===== src/rtl/seq_detector_param.sv =====
// seq_detector_param: parametrised Mealy serial-pattern detector with KMP fallback
// and a saturating match counter.
module seq_detector_param #(
  parameter int                 SEQ_LEN = 3,
  parameter logic [SEQ_LEN-1:0] PATTERN = 3'b101,
  parameter int                 CNT_W   = 8
) (
  input  logic             clk,
  input  logic             rst,
  input  logic             x,
  input  logic             en,
  input  logic             overlap,
  input  logic             clr_cnt,
  output logic             y,
  output logic [CNT_W-1:0] match_cnt
);
  localparam int              SW   = $clog2(SEQ_LEN);
  localparam logic [SW-1:0]   LAST = SW'(SEQ_LEN - 1);
  localparam logic [SW:0]     LEN  = (SW + 1)'(SEQ_LEN);
  // Longest suffix of (first k pattern bits, b) that is a proper pattern prefix;
  // on a full match this is exactly the KMP failure value.
  function automatic int nxt(int k, logic b);
    int   r;
    logic ok;
    logic sb;
    r = 0;
    for (int l = 1; l <= k + 1 && l < SEQ_LEN; l++) begin
      ok = 1'b1;
      for (int j = 0; j < l; j++) begin
        sb = (k + 1 - l + j == k) ? b : PATTERN[SEQ_LEN - 1 - (k + 1 - l + j)];
        if (sb != PATTERN[SEQ_LEN - 1 - j]) ok = 1'b0;
      end
      if (ok) r = l;
    end
    return r;
  endfunction
  logic [SEQ_LEN-1:0] pr;
  logic [SW-1:0]      nx0 [SEQ_LEN];
  logic [SW-1:0]      nx1 [SEQ_LEN];
  logic [SW-1:0]      state_q, state_d, k, nx;
  logic               exp;
  for (genvar i = 0; i < SEQ_LEN; i++) begin : g_tbl
    assign pr[i]  = PATTERN[SEQ_LEN-1-i];
    assign nx0[i] = SW'(nxt(i, 1'b0));
    assign nx1[i] = SW'(nxt(i, 1'b1));
  end
  always_comb begin
    k       = ({1'b0, state_q} < LEN) ? state_q : '0;
    exp     = pr[k];
    y       = en & (k == LAST) & (x == exp) & !rst;
    nx      = x ? nx1[k] : nx0[k];
    state_d = !en ? k : (y && !overlap) ? '0 : nx;
  end
  always_ff @(posedge clk or posedge rst) begin
    if (rst) begin
      state_q   <= '0;
      match_cnt <= '0;
    end else begin
      state_q <= state_d;
      if (clr_cnt) match_cnt <= '0;
      else if (y && match_cnt != '1) match_cnt <= match_cnt + CNT_W'(1);
    end
  end
endmodule

===== config.mk =====
export PLATFORM = sky130hd
export DESIGN_NAME = seq_detector_param
export DESIGN_NICKNAME = d
export VERILOG_FILES = /design/src/rtl/seq_detector_param.sv
export SDC_FILE = /design/constraint.sdc
export NUM_CORES = 1
export LEC_CHECK = 0
export CAP_MARGIN = 20
export CORE_AREA = 2 2 39 41
export CTS_BUF_LIST = sky130_fd_sc_hd__clkbuf_8
export DETAILED_ROUTE_END_ITERATION = 12
export DIE_AREA = 0 0 41 43
export PLACE_DENSITY = 0.74
export SYNTH_ARGS = -nofsm -noshare
export SYNTH_HDL_FRONTEND = slang
export SYNTH_SLANG_ARGS = --single-unit
export TNS_END_PERCENT = 30

===== constraint.sdc =====
create_clock -name clk -period 2.5 [get_ports clk]
set_input_delay 0.5 -clock clk [delete_from_list [all_inputs] [get_ports clk]]
set_output_delay 0.5 -clock clk [all_outputs]
set_load 0.01 [all_outputs]

---- Word-level counts from Yosys, hierarchy flattened ----
Index checks and enable logic that the tools add are counted.
storage, ports and cells
  bits in registers ....................... 10
  input bits .............................. 6
  output and inout bits ................... 9
  word-level logic and storage cells ...... 32
operators by class
  add/sub/neg operators ................... 1
  magnitude comparators ................... 3
  equal/unequal tests ..................... 3
  multiplexer cells ....................... 14
  bitwise gates (word level) .............. 4
  reduce and logical (&&, ||, !) cells .... 5
operators by type and width
  kind                                                                  count
  2-bit two-way mux                                                     8
  8-bit two-way mux                                                     2
  8-bit by 1-bit adder with 8-bit output, second input constant         1
  2-bit binary-select mux with 2-bit select                             2
  8-bit != test, second input constant                                  1
  1-bit bitwise AND                                                     3
  3-bit greater-or-equal comparator, second input constant              1
  2-bit by 3-bit < comparator with 1-bit output, second input constant  1
  2-bit NOT with 3-bit output                                           1
  1-bit binary-select mux with 2-bit select                             1
  2-bit == test, second input constant                                  1
  1-bit logical AND                                                     2
  1-bit logical NOT                                                     2
  2-bit < comparator, second input constant                             1
  2-bit nonzero test                                                    1
  1-bit == test                                                         1
  1-bit two-way mux                                                     1

---- Depth between registers and ports, before layout ----
Gate-level depths: netlist of the first run.
  depth in word-level cells ............... 10
  mapped depth ............................ 5
  depth with buffers taken out ............ 4

---- Least setup slack after synthesis of the first run ----
No wires, ideal clock.
  path type ............................... input to register
  start ................................... input port rst
  end ..................................... register match_cnt[0]
  arrival time ............................ 1.369 ns
  data required time ...................... 2.375 ns
  slack ................................... 1.006 ns
  cell stages on the path ................. 4
  path buffers ............................ 0
  cell sequence ........................... and2b_1 > and3_1 > o21a_4 > mux2_4
on the way
  word-level cells in the longest chain between the ends .. 4
ends and longest elaborated chain
  element                       line  source
  from (decl)                   9     input logic rst,
  1-bit logical NOT (no line)   n/a
  1-bit bitwise AND             50    y = en & (k == LAST) & (x == exp) & !rst;
  via y                         14    output logic y,
  1-bit logical AND             61    else if (y && match_cnt != '1) match_cnt <= match_cnt + CNT_W'(1);
  2-bit nonzero test (no line)  n/a
  to (signal assigned)          61
  to (decl)                     15    output logic [CNT_W-1:0] match_cnt
The timed path passes the listed nets, and every way through them passes these cells.
A chain may end at the register's enable or synchronous reset.

---- Worst setup path in the final report of the first run ----
  start ................................... input port en
  end ..................................... output port y
on the way
  word-level cells in the longest chain between the ends .. 3
ends and longest elaborated chain
  element                          line  source
  from (decl)                      11    input logic en,
  1-bit bitwise AND (3 in series)  50
  to (decl)                        14
Every way passes these cells.

==> results of run 1 <==
state kept, by name, summed over array words and instances (netlist names):
signal	count
match_cnt	8
state_q	2
area by class of cell:
class,instances,area [µm²],share of cell area (%)
tap,16,20.02,2.560
clock buffer,3,41.29,5.280
timing repair buffer,14,140.1,17.92
multi-input combinational,45,322.8,41.28
sequential,10,250.2,32.00
inverter,2,7.507,0.9600
cell families after synthesis:
| logic type | after synthesis |
|---|---|
| AO/OA/AOI/OAI | 14 |
| multiplexers | 3 |
| AND/OR/NAND/NOR | 27 |
| flip-flops | 10 |
| buffers and inverters | 5 |
| adder cells (fa/ha/maj) | 1 |
worst paths after layout:
kind,start,end,slack [ns],cells past startpoint
worst max register to register,match_cnt[0]$_DFFE_PP0P_,match_cnt[6]$_DFFE_PP0P_,1.07,4
worst min-delay path,rst,match_cnt[1]$_DFFE_PP0P_,0.57,2
worst min register to register,match_cnt[3]$_DFFE_PP0P_,match_cnt[3]$_DFFE_PP0P_,0.57,1
max in group asynchronous,rst,match_cnt[4]$_DFFE_PP0P_,1.65,2
min in group clk,match_cnt[3]$_DFFE_PP0P_,match_cnt[3]$_DFFE_PP0P_,0.57,1
worst max-delay path,en,y,0.06,4
layer usage:
| metal | part of all wire [%] | GRT usage, % | routed length (µm) |
|---|---|---|---|
| met2 | 46 | 25.94 | 553 |
| met3 | 4.3 | 4.712 | 51 |
| met1 | 49 | 19.47 | 584 |
| met4 | 0.67 | 10.00 | 8 |
| met5 | 0 | 0 | 0 |
through the flow:
| step | hold slack, ns | setup WS [ns] | power, mW | utilization (%) |
|---|---|---|---|---|
| 2_1_floorplan | 0.3402 | 1.006 | 0.1876 | - |
| 3_3_place_gp | 0.5696 | 0.1018 | 0.2002 | 53.53 |
| 3_5_place_dp | 0.5644 | 0.07929 | 0.2013 | 53.53 |
| 4_1_cts | 0.5702 | 0.06736 | 0.3645 | 56.51 |
| 5_1_grt | 0.6212 | 0.001120 | 0.3791 | 56.51 |
| 6_report | 0.5713 | 0.06446 | 0.3635 | 56.51 |
cells in the mapped netlist, types with 2 or more instances:
cell,number,area [µm²]
and3_1,2,12.51
nor2_1,3,11.26
a21oi_1,4,20.02
nand2_1,2,7.510
dfrtp_1,10,250.2
o21bai_1,2,15.01
nand3_1,2,10.01
inv_1,2,7.510
and4_1,2,17.52
nand2b_1,3,18.77
a31oi_1,4,25.02
nor2b_1,4,25.02
power breakdown:
group | leakage (nW) | internal (mW) | switching [mW]
combinational | 0.183 | 0.0158 | 0.0124
clock | 0.0216 | 0.105 | 0.0592
sequential | 0.137 | 0.166 | 0.00460
total | 0.341 | 0.287 | 0.0763
==> summary.txt, run 1 <==
Run status
  • Outcome: finished, final reports clean

Setup path
  • Family with the most delay on the worst path: buffers and inverters
  • Buf/Inv on CP: 2
  • Max incr delay on CP: 0.55 ns
  • Cell chain of the critical path: clkdlybuf4s50_1, nor2b_2, and3_1, clkdlybuf4s50_1
  • Slowest library cell on the worst path: clkdlybuf4s50_1
  • Critical path launch point type: input pin
  • Crit end category: primary output
  • CP Max Fanout: 4
  • Required time of the critical path: 2.00 ns
  • Worst EP arrival: 1.94 ns
  • Most used cell, CP: clkdlybuf4s50_1
  • Crit Path Category: input pin to primary output

Layout
  • Fraction of layout cells with a size suffix above 1: 16.22%
  • Most frequent cells in the layout: 14 x clkdlybuf4s50_1, 10 x dfrtp_1, 4 x nor2b_1, 4 x a31oi_1, 4 x a21oi_1
  • Final net count: 83
  • FILL cells: 139
  • Inserted Diodes: 0
  • Final instance area: 782.0 µm²
  • Commonest non-fill, non-tap cell in the layout: clkdlybuf4s50_1
  • Area growth, synth to finish: 31.03%
  • Non-Filler Instances: 90

Synth
  • Sequential area share after synthesis: 41.93%
  • Ys async rst share: 100.0%
  • Compound-Gate Fraction of Synth Area: 16.35%
  • Synth Instances: 60
  • Number of synthesized register bits: 10
  • Synth warnings: 0
  • Post-synthesis mux area share: 6.080%
  • Largest family of logic cells by synthesized area: simple AND/OR/NAND/NOR gates
  • Synth Area in XOR/XNOR: 0%
  • Synth Cell Area: 596.8 µm²
  • Yosys cell types: 32
  • Avg Synthesized Cell Area: 9.947 µm²
  • Mapped Nets: 67
  • Simple logic cell fraction of the synthesized area: 29.56%
  • Number of synthesized flops with an enable pin: 0
  • Prevailing post-synth register cell: dfrtp_1
  • Synth Area in Adders: 2.096%

GRT
  • Vias in the first global route: 481
  • Initial antenna violation count: 0
  • GRT Residual Overflow: 0
  • First-pass GRT wire length: 1.959 mm
  • GRT Util Overall: 16.80%
  • Largest net degree at the start of global routing: 11

Timing
  • RSZ-0062 raised after global routing: false
  • Final period utilization: 97.42%
  • Setup Skew: 0.001013 ns
  • Final hold vios: 0
  • Slew Limit Headroom: 73.67%
  • Slew Viols, Final: 0
  • Slew @ Worst Pin: 0.3944 ns
  • Final setup vio count: 0
  • Setup TNS: 0 ns
  • F_max: 0.4106 GHz
  • Crit path time final: 2.436 ns

Power
  • Worst VDD drop: 0.2487 mV
  • Standby leakage power: 0.3415 nW
  • PwrDens: 464.9 nW/µm²

Placed design
  • Number of port buffers: 14
  • Post-DP HPWL: 898.7 µm
  • Placed Instance Area: 740.7 µm²
  • Placed Instances: 87
  • GP Congestion: 0.7132

Floorplanning
  • Die Ht: 43 µm
  • Placement Rows: 14
  • Die ar.: 1763 µm²
  • Core Box Area: 1384 µm²
  • Initial Util: 43.13%
  • I/O pins: 15
  • Die width: 41 µm

Run
  • Maxcap violations: 0

Clock tree
  • # Post-CTS Setup Buffers: 0
  • Clock sinks: 10
  • CTS clk-pin slew, worst paths: 0.05 ns
  • CTS max path bufs: 2
  • Post-CTS sizing: 0
  • CTS tree: done
  • Skew-Pair Late Insertion Delay: 0.23 ns
  • CTS Root Cell: clkbuf_8
  • TritonCTS Buffers: 3
  • H-Tree Level Count: 1
  • Hold Buf Count CTS: 0

Detailed routing
  • Antenna viol nets, final: 0
  • Vias per cell: 5.644
  • Number of DRC markers in iteration 0: 7
  • Per-cell routed wire length: 13.30 µm
  • Routed vias: 508
  • First-pass DRT Iterations: 4
  • # DRC: 0
  • Drt total wl: 1.197 mm

Hold path
  • Hold Crit Class: input pin to async pin
No activity file was read; power rests on OpenSTA's default activity.
==> run 2: changes to the inputs <==
==> constraint.sdc (replaced) <==
create_clock -name clk -period 2.5 [get_ports clk]
set_input_delay 0.5 -clock clk [delete_from_list [all_inputs] [get_ports clk]]
set_output_delay 0.5 -clock clk [all_outputs]
set_load 0.005 [all_outputs]
==> run 2 against run 1 <==
Combinational power about the same. Power rose by 0.57%. Worst hold slack improved by 0.0031 ns. Via count rose by 1.4%. Sequential power about the same. Clock power barely moved. Sequential share of layout area stayed put. First-iteration DRC count up 43%. Cell count is the same. Critical path depth did not move. Critical endpoint unchanged. Largest power group unchanged.
==> summary.txt, run 2 (synthesis results as in run 1) <==
Timing
  • Slew @ Worst Pin: 0.4046 ns (was 0.3944 ns)
  • Slew Viols, Final: 0 (unchanged)
  • Final setup vio count: 0 (unchanged)
  • Crit path time final: 2.383 ns (was 2.436 ns)
  • F_max: 0.4196 GHz (was 0.4106 GHz)
  • RSZ-0062 raised after global routing: false (unchanged)
  • Setup TNS: 0 ns (unchanged)
  • Final period utilization: 95.34% (was 97.42%)
  • WHS: 0.5744 ns (was 0.5713 ns)
  • Setup Skew: 0.0003543 ns (was 0.001013 ns)
  • Slew Limit Headroom: 73.00% (was 73.67%)
  • Final hold vios: 0 (unchanged)

GRT
  • Largest net degree at the start of global routing: 11 (unchanged)
  • First-pass GRT wire length: 1.980 mm (was 1.959 mm)
  • GRT Residual Overflow: 0 (unchanged)
  • Vias in the first global route: 456 (was 481)
  • GRT Util Overall: 17.00% (was 16.80%)
  • Initial antenna violation count: 0 (unchanged)

Detailed routing
  • First-pass DRT Iterations: 4 (unchanged)
  • Routed vias: 515 (was 508)
  • Number of DRC markers in iteration 0: 10 (was 7)
  • Antenna viol nets, final: 0 (unchanged)
  • # DRC: 0 (unchanged)
  • Vias per cell: 5.722 (was 5.644)
  • Drt total wl: 1.181 mm (was 1.197 mm)
  • Per-cell routed wire length: 13.12 µm (was 13.30 µm)

Floorplanning
  • Initial Util: 43.13% (unchanged)
  • Die Ht: 43 µm (unchanged)
  • Core Box Area: 1384 µm² (unchanged)
  • Die width: 41 µm (unchanged)
  • Die ar.: 1763 µm² (unchanged)
  • Placement Rows: 14 (unchanged)
  • I/O pins: 15 (unchanged)

Run
  • Maxcap violations: 0 (unchanged)

Hold path
  • Hold Crit Class: input pin to async pin (unchanged)

Setup path
  • Critical path launch point type: input pin (unchanged)
  • CP Max Fanout: 4 (unchanged)
  • Crit end category: primary output (unchanged)
  • Max incr delay on CP: 0.51 ns (was 0.55 ns)
  • Crit Path Category: input pin to primary output (unchanged)
  • Slowest library cell on the worst path: clkdlybuf4s50_1 (unchanged)
  • Buf/Inv on CP: 2 (unchanged)
  • Required time of the critical path: 2.00 ns (about the same)
  • Most used cell, CP: clkdlybuf4s50_1 (unchanged)
  • Worst EP arrival: 1.88 ns (was 1.94 ns)
  • Cell chain of the critical path: clkdlybuf4s50_1, nor2b_2, and3_1, clkdlybuf4s50_1 (unchanged)
  • Family with the most delay on the worst path: buffers and inverters (unchanged)

Layout
  • Reg with most FFs: match_cnt (unchanged)
  • Fraction of layout cells with a size suffix above 1: 16.22% (unchanged)
  • Top flop regs: match_cnt: 8 flops, state_q: 2 flops (unchanged)
  • Multi-input gate area: 322.8 µm² (unchanged)
  • Final net count: 83 (unchanged)
  • Final core utilization: 56.51% (unchanged)
  • Area growth, synth to finish: 31.03% (unchanged)
  • Non-Filler Instances: 90 (unchanged)
  • Inserted Diodes: 0 (unchanged)
  • Most frequent cells in the layout: 14 x clkdlybuf4s50_1, 10 x dfrtp_1, 4 x nor2b_1, 4 x a31oi_1, 4 x a21oi_1 (unchanged)
  • FILL cells: 141 (was 139)
  • Commonest non-fill, non-tap cell in the layout: clkdlybuf4s50_1 (unchanged)
  • Max reg flops: 8 (unchanged)
  • Sequential cell area: 250.2 µm² (unchanged)

Clock tree
  • Post-CTS sizing: 0 (unchanged)
  • TritonCTS Buffers: 3 (unchanged)
  • CTS max path bufs: 2 (unchanged)
  • CTS Root Cell: clkbuf_8 (unchanged)
  • Skew-Pair Late Insertion Delay: 0.24 ns (was 0.23 ns)
  • CTS clk-pin slew, worst paths: 0.05 ns (about the same)
  • Hold Buf Count CTS: 0 (unchanged)
  • H-Tree Level Count: 1 (unchanged)
  • # Post-CTS Setup Buffers: 0 (unchanged)
  • Clock sinks: 10 (unchanged)
  • CTS tree: done (unchanged)

Placed design
  • Post-DP HPWL: 901.3 µm (was 898.7 µm)
  • GP Congestion: 0.7144 (was 0.7132)
  • Number of port buffers: 14 (unchanged)
  • Placed Instances: 87 (unchanged)

Power
  • Standby leakage power: 0.3415 nW (unchanged)
  • PwrDens: 467.5 nW/µm² (was 464.9 nW/µm²)
  • Worst VDD drop: 0.2582 mV (was 0.2487 mV)
  • Power, Total: 0.3656 mW (was 0.3635 mW)

Run status
  • Outcome: finished, final reports clean (unchanged)
==> run 2: cell counts in the layout (fill, tap and decap cells not counted) <==
Identical to the previous run, type by type.
==> run 2: path summary, 6_finish.rpt <==
kind / start / endpoint / slack, ns / cells past startpoint
worst max-delay path: en / y / 0.12 / 4
worst min-delay path: rst / match_cnt[1]$_DFFE_PP0P_ / 0.57 / 2
worst max register to register: match_cnt[0]$_DFFE_PP0P_ / match_cnt[6]$_DFFE_PP0P_ / 1.09 / 4
worst min register to register: match_cnt[3]$_DFFE_PP0P_ / match_cnt[3]$_DFFE_PP0P_ / 0.58 / 1
max in group asynchronous: rst / match_cnt[5]$_DFFE_PP0P_ / 1.64 / 2
min in group clk: match_cnt[3]$_DFFE_PP0P_ / match_cnt[3]$_DFFE_PP0P_ / 0.58 / 1
==> run 2: worst register-to-register path, cell delays in order (launching register included) <==
cell and delay [ns]:
dfrtp_1 0.39, ha_1 0.23, and4_1 0.31, a31oi_1 0.11, a311oi_1 0.25
==> run 2: through the flow <==
step	setup WS [ns]	instance area, µm²
final	0.1166	782.0
after global routing	0.05748	782.0
after CTS	0.1182	782.0
after detailed placement	0.1212	740.7
after global placement	0.1371	740.7
after floorplan	1.051	596.8
==> run 2: layer usage <==
layer | routed length (µm) | vias to the layer above | track usage, %
li1 | - | 244 | -
met1 | 537 | 251 | 21.12
met2 | 560 | 16 | 24.06
met3 | 54 | 4 | 4.712
met4 | 28 | 0 | 12.00
met5 | 0 | - | 0
==> run 2: power breakdown <==
group	leakage, nW	total (mW)	switching (mW)	internal [mW]
clock network	0.0216	0.167	0.0618	0.105
registers	0.137	0.171	0.00425	0.166
logic	0.183	0.0279	0.0121	0.0158
total	0.341	0.366	0.0781	0.287
==> run 2: final cells by class <==
cell class	instances	share of cell area (%)
Tap cell	16	2.560
Multi-Input combinational cell	45	41.28
Sequential cell	10	32.00
Clock buffer	3	5.280
Inverter	2	0.9600
Timing Repair Buffer	14	17.92
==> variant: new RTL, settings of run 2 <==
Make the reset (`rst`) synchronous in one clocked block.
--- a/src/rtl/seq_detector_param.sv
+++ b/src/rtl/seq_detector_param.sv
@@ -53,3 +53,3 @@
   end
-  always_ff @(posedge clk or posedge rst) begin
+  always_ff @(posedge clk) begin
     if (rst) begin
Function: differs if rst is asserted again (counterexample within 4 cycles, from zero or initial values and one cycle with rst high); with rst held inactive, the same outputs for 10 cycles.
==> variant against run 2 <==
  * Sequential share of layout area is 5.4 points lower
  * Sequential cell count stayed put
  * Count of clock-buffer cells in the layout is 1 higher
  * Worst setup slack worse by 0.040 ns
  * Power is 5.4% higher
  * Sequential power is 5% lower
  * Combinational power is 17% lower
  * Synthesized area is 12% lower
  * Wire length is 5.8% lower
  * Utilization is 2.2 points lower
  * Final area is 3.8% lower
  * Final cell count is 5.6% higher
  * Fmax is 1.7% lower
==> variant: results (changes against run 2) <==
| Metric | Value |
|---|---|
| Arrival @ worst endpoint | `1.92 ns (+0.04 ns)` |
| Largest registers | `match_cnt: 8 flops, state_q: 2 flops` |
| Static leakage | `0.262 nW (-23%)` |
| Outcome | `finished, final reports clean` |
| Layout cell share with drive strength beyond 1 | `10.1% (-6.1 points)` |
| DP Wirelength | `861 µm (-4.5%)` |
| DP Area | `697 µm² (-5.9%)` |
| Internal power component | `313 µW (+8.9%)` |
| Asr flop ratio synth | `0% (-100 points)` |
| Worst Clk Skew | `0.00192 ns (+0.00156 ns)` |
| Port Buffers | `14 (unchanged)` |
| R2R depth | `5 (+1)` |
| Largest net degree at the start of global routing | `10 (-1)` |
| Via count | `533 (+3.5%)` |
| Worst vdd ir | `402 µV (+56%)` |
| Clock Tree Root | `clkbuf_8` |
| Final nets | `87 (+4.8%)` |
| Mux cell area share after synthesis | `1.90% (-4.2 points)` |
| Post-synth top cells | `dfxtp_1 (10), nor2_1 (7)` |
| Post-synthesis sequential area ratio | `38.1% (-3.8 points)` |
| Worst R2R End | `match_cnt[5]` |
| Post-synthesis compound-gate area fraction | `19.3% (+2.9 points)` |
| Xor/xnor cell area share of the yosys netlist | `1.67% (+1.7 points)` |
| Synth unique cells | `31 (-3.1%)` |
| Adder-cell share of the synthesized area | `2.38% (+0.28 points)` |
| CTS resizes | `0 (unchanged)` |
| R2r setup slk | `0.95 ns (-0.14 ns)` |
| R2R Path Start | `match_cnt[0]` |
| Primary FF master, synth | `dfxtp_1` |
| Slew HR | `78.4% (+5.4 points)` |
| Area contributors post-synth | `dfxtp_1 (38%), nor2_1 (5.0%), and4_1 (5.0%)` |
| WL/cell | `11.7 µm (-11%)` |
| Vias in the first global route | `475 (+4.2%)` |
| Fillers | `135 (-4.3%)` |
| Min-delay worst type | `flip-flop to flip-flop` |
| CP endpoint | `y` |
| Initial DRC count | `6 (-4)` |
| Worst-path maximum fanout | `5 (+1)` |
| Global-route wire length before repair | `1950 µm (-1.4%)` |
| Global placement routability congestion | `0.746 (+4.4%)` |
| All-Layer GR Usage | `16.3% (-0.74 points)` |
variant: cell count changes after synthesis, sizes merged, moves of 3 or more:
cell,run 2,this run
dfrtp,10,0
dfxtp,0,10
a31oi,4,1
nor2,3,7
buf,3,0
variant: routing by layer:
metal  track usage [%]  share of wire [%]  up-vias
met5                 0                  0        -
met3              3.14                4.0        2
met1              22.0                 49      252
li1                  -                  -      267
met2              23.8                 46       12
met4              8.00               0.99        0
variant: cell type report:
type / instances / area, µm² / area share (%)
multi-input combinational: 47 / 314 / 41.8
timing repair buffer: 16 / 155 / 20.6
tap: 16 / 20.0 / 2.66
sequential: 10 / 200 / 26.6
clock buffer: 4 / 55.1 / 7.32
inverter: 2 / 7.51 / 0.998
variant: worst min path at each step:
stage	startpoint	to	slack, ns	depth (start not counted)
2_1_floorplan	match_cnt[7]	match_cnt[7]	0.51	2
3_3_place_gp	match_cnt[7]	match_cnt[7]	0.52	2
3_5_place_dp	match_cnt[7]	match_cnt[7]	0.54	2
4_1_cts	match_cnt[7]	match_cnt[7]	0.54	2
5_1_grt	match_cnt[1]	match_cnt[1]	0.57	2
6_report	match_cnt[7]	match_cnt[7]	0.54	2
variant: logic make-up after synthesis:
group | after synthesis
AND/OR/NAND/NOR | 31
AO/OA/AOI/OAI | 13
flip-flops | 10
buffers and inverters | 3
XOR/XNOR | 1
multiplexers | 1
adder cells (fa/ha/maj) | 1
variant: power by group through the flow:
stage / clock (mW) / sequential, mW / combinational, mW
global route: 0.211 / 0.163 / 0.0261
finish: 0.200 / 0.163 / 0.0231
floorplan: 0 / 0.165 / 0.00870
global placement: 0 / 0.166 / 0.0226
CTS: 0.202 / 0.163 / 0.0232
detailed placement: 0 / 0.166 / 0.0230
variant: worst max-delay path, stage by stage:
cell	delay, ns
clkdlybuf4s50_1	0.52
nand4b_1	0.16
nor2_1	0.20
clkdlybuf4s50_1	0.54
variant: stage by stage:
stage / total power, mW / std cells / hold slack (ns) / setup WS (ns)
2_1_floorplan: 0.174 / 60 / 0.508 / 1.03
3_3_place_gp: 0.188 / 91 / 0.521 / 0.110
3_5_place_dp: 0.189 / 91 / 0.539 / 0.107
4_1_cts: 0.388 / 95 / 0.544 / 0.0878
5_1_grt: 0.399 / 95 / 0.568 / 0.00466
6_report: 0.385 / 95 / 0.539 / 0.0762
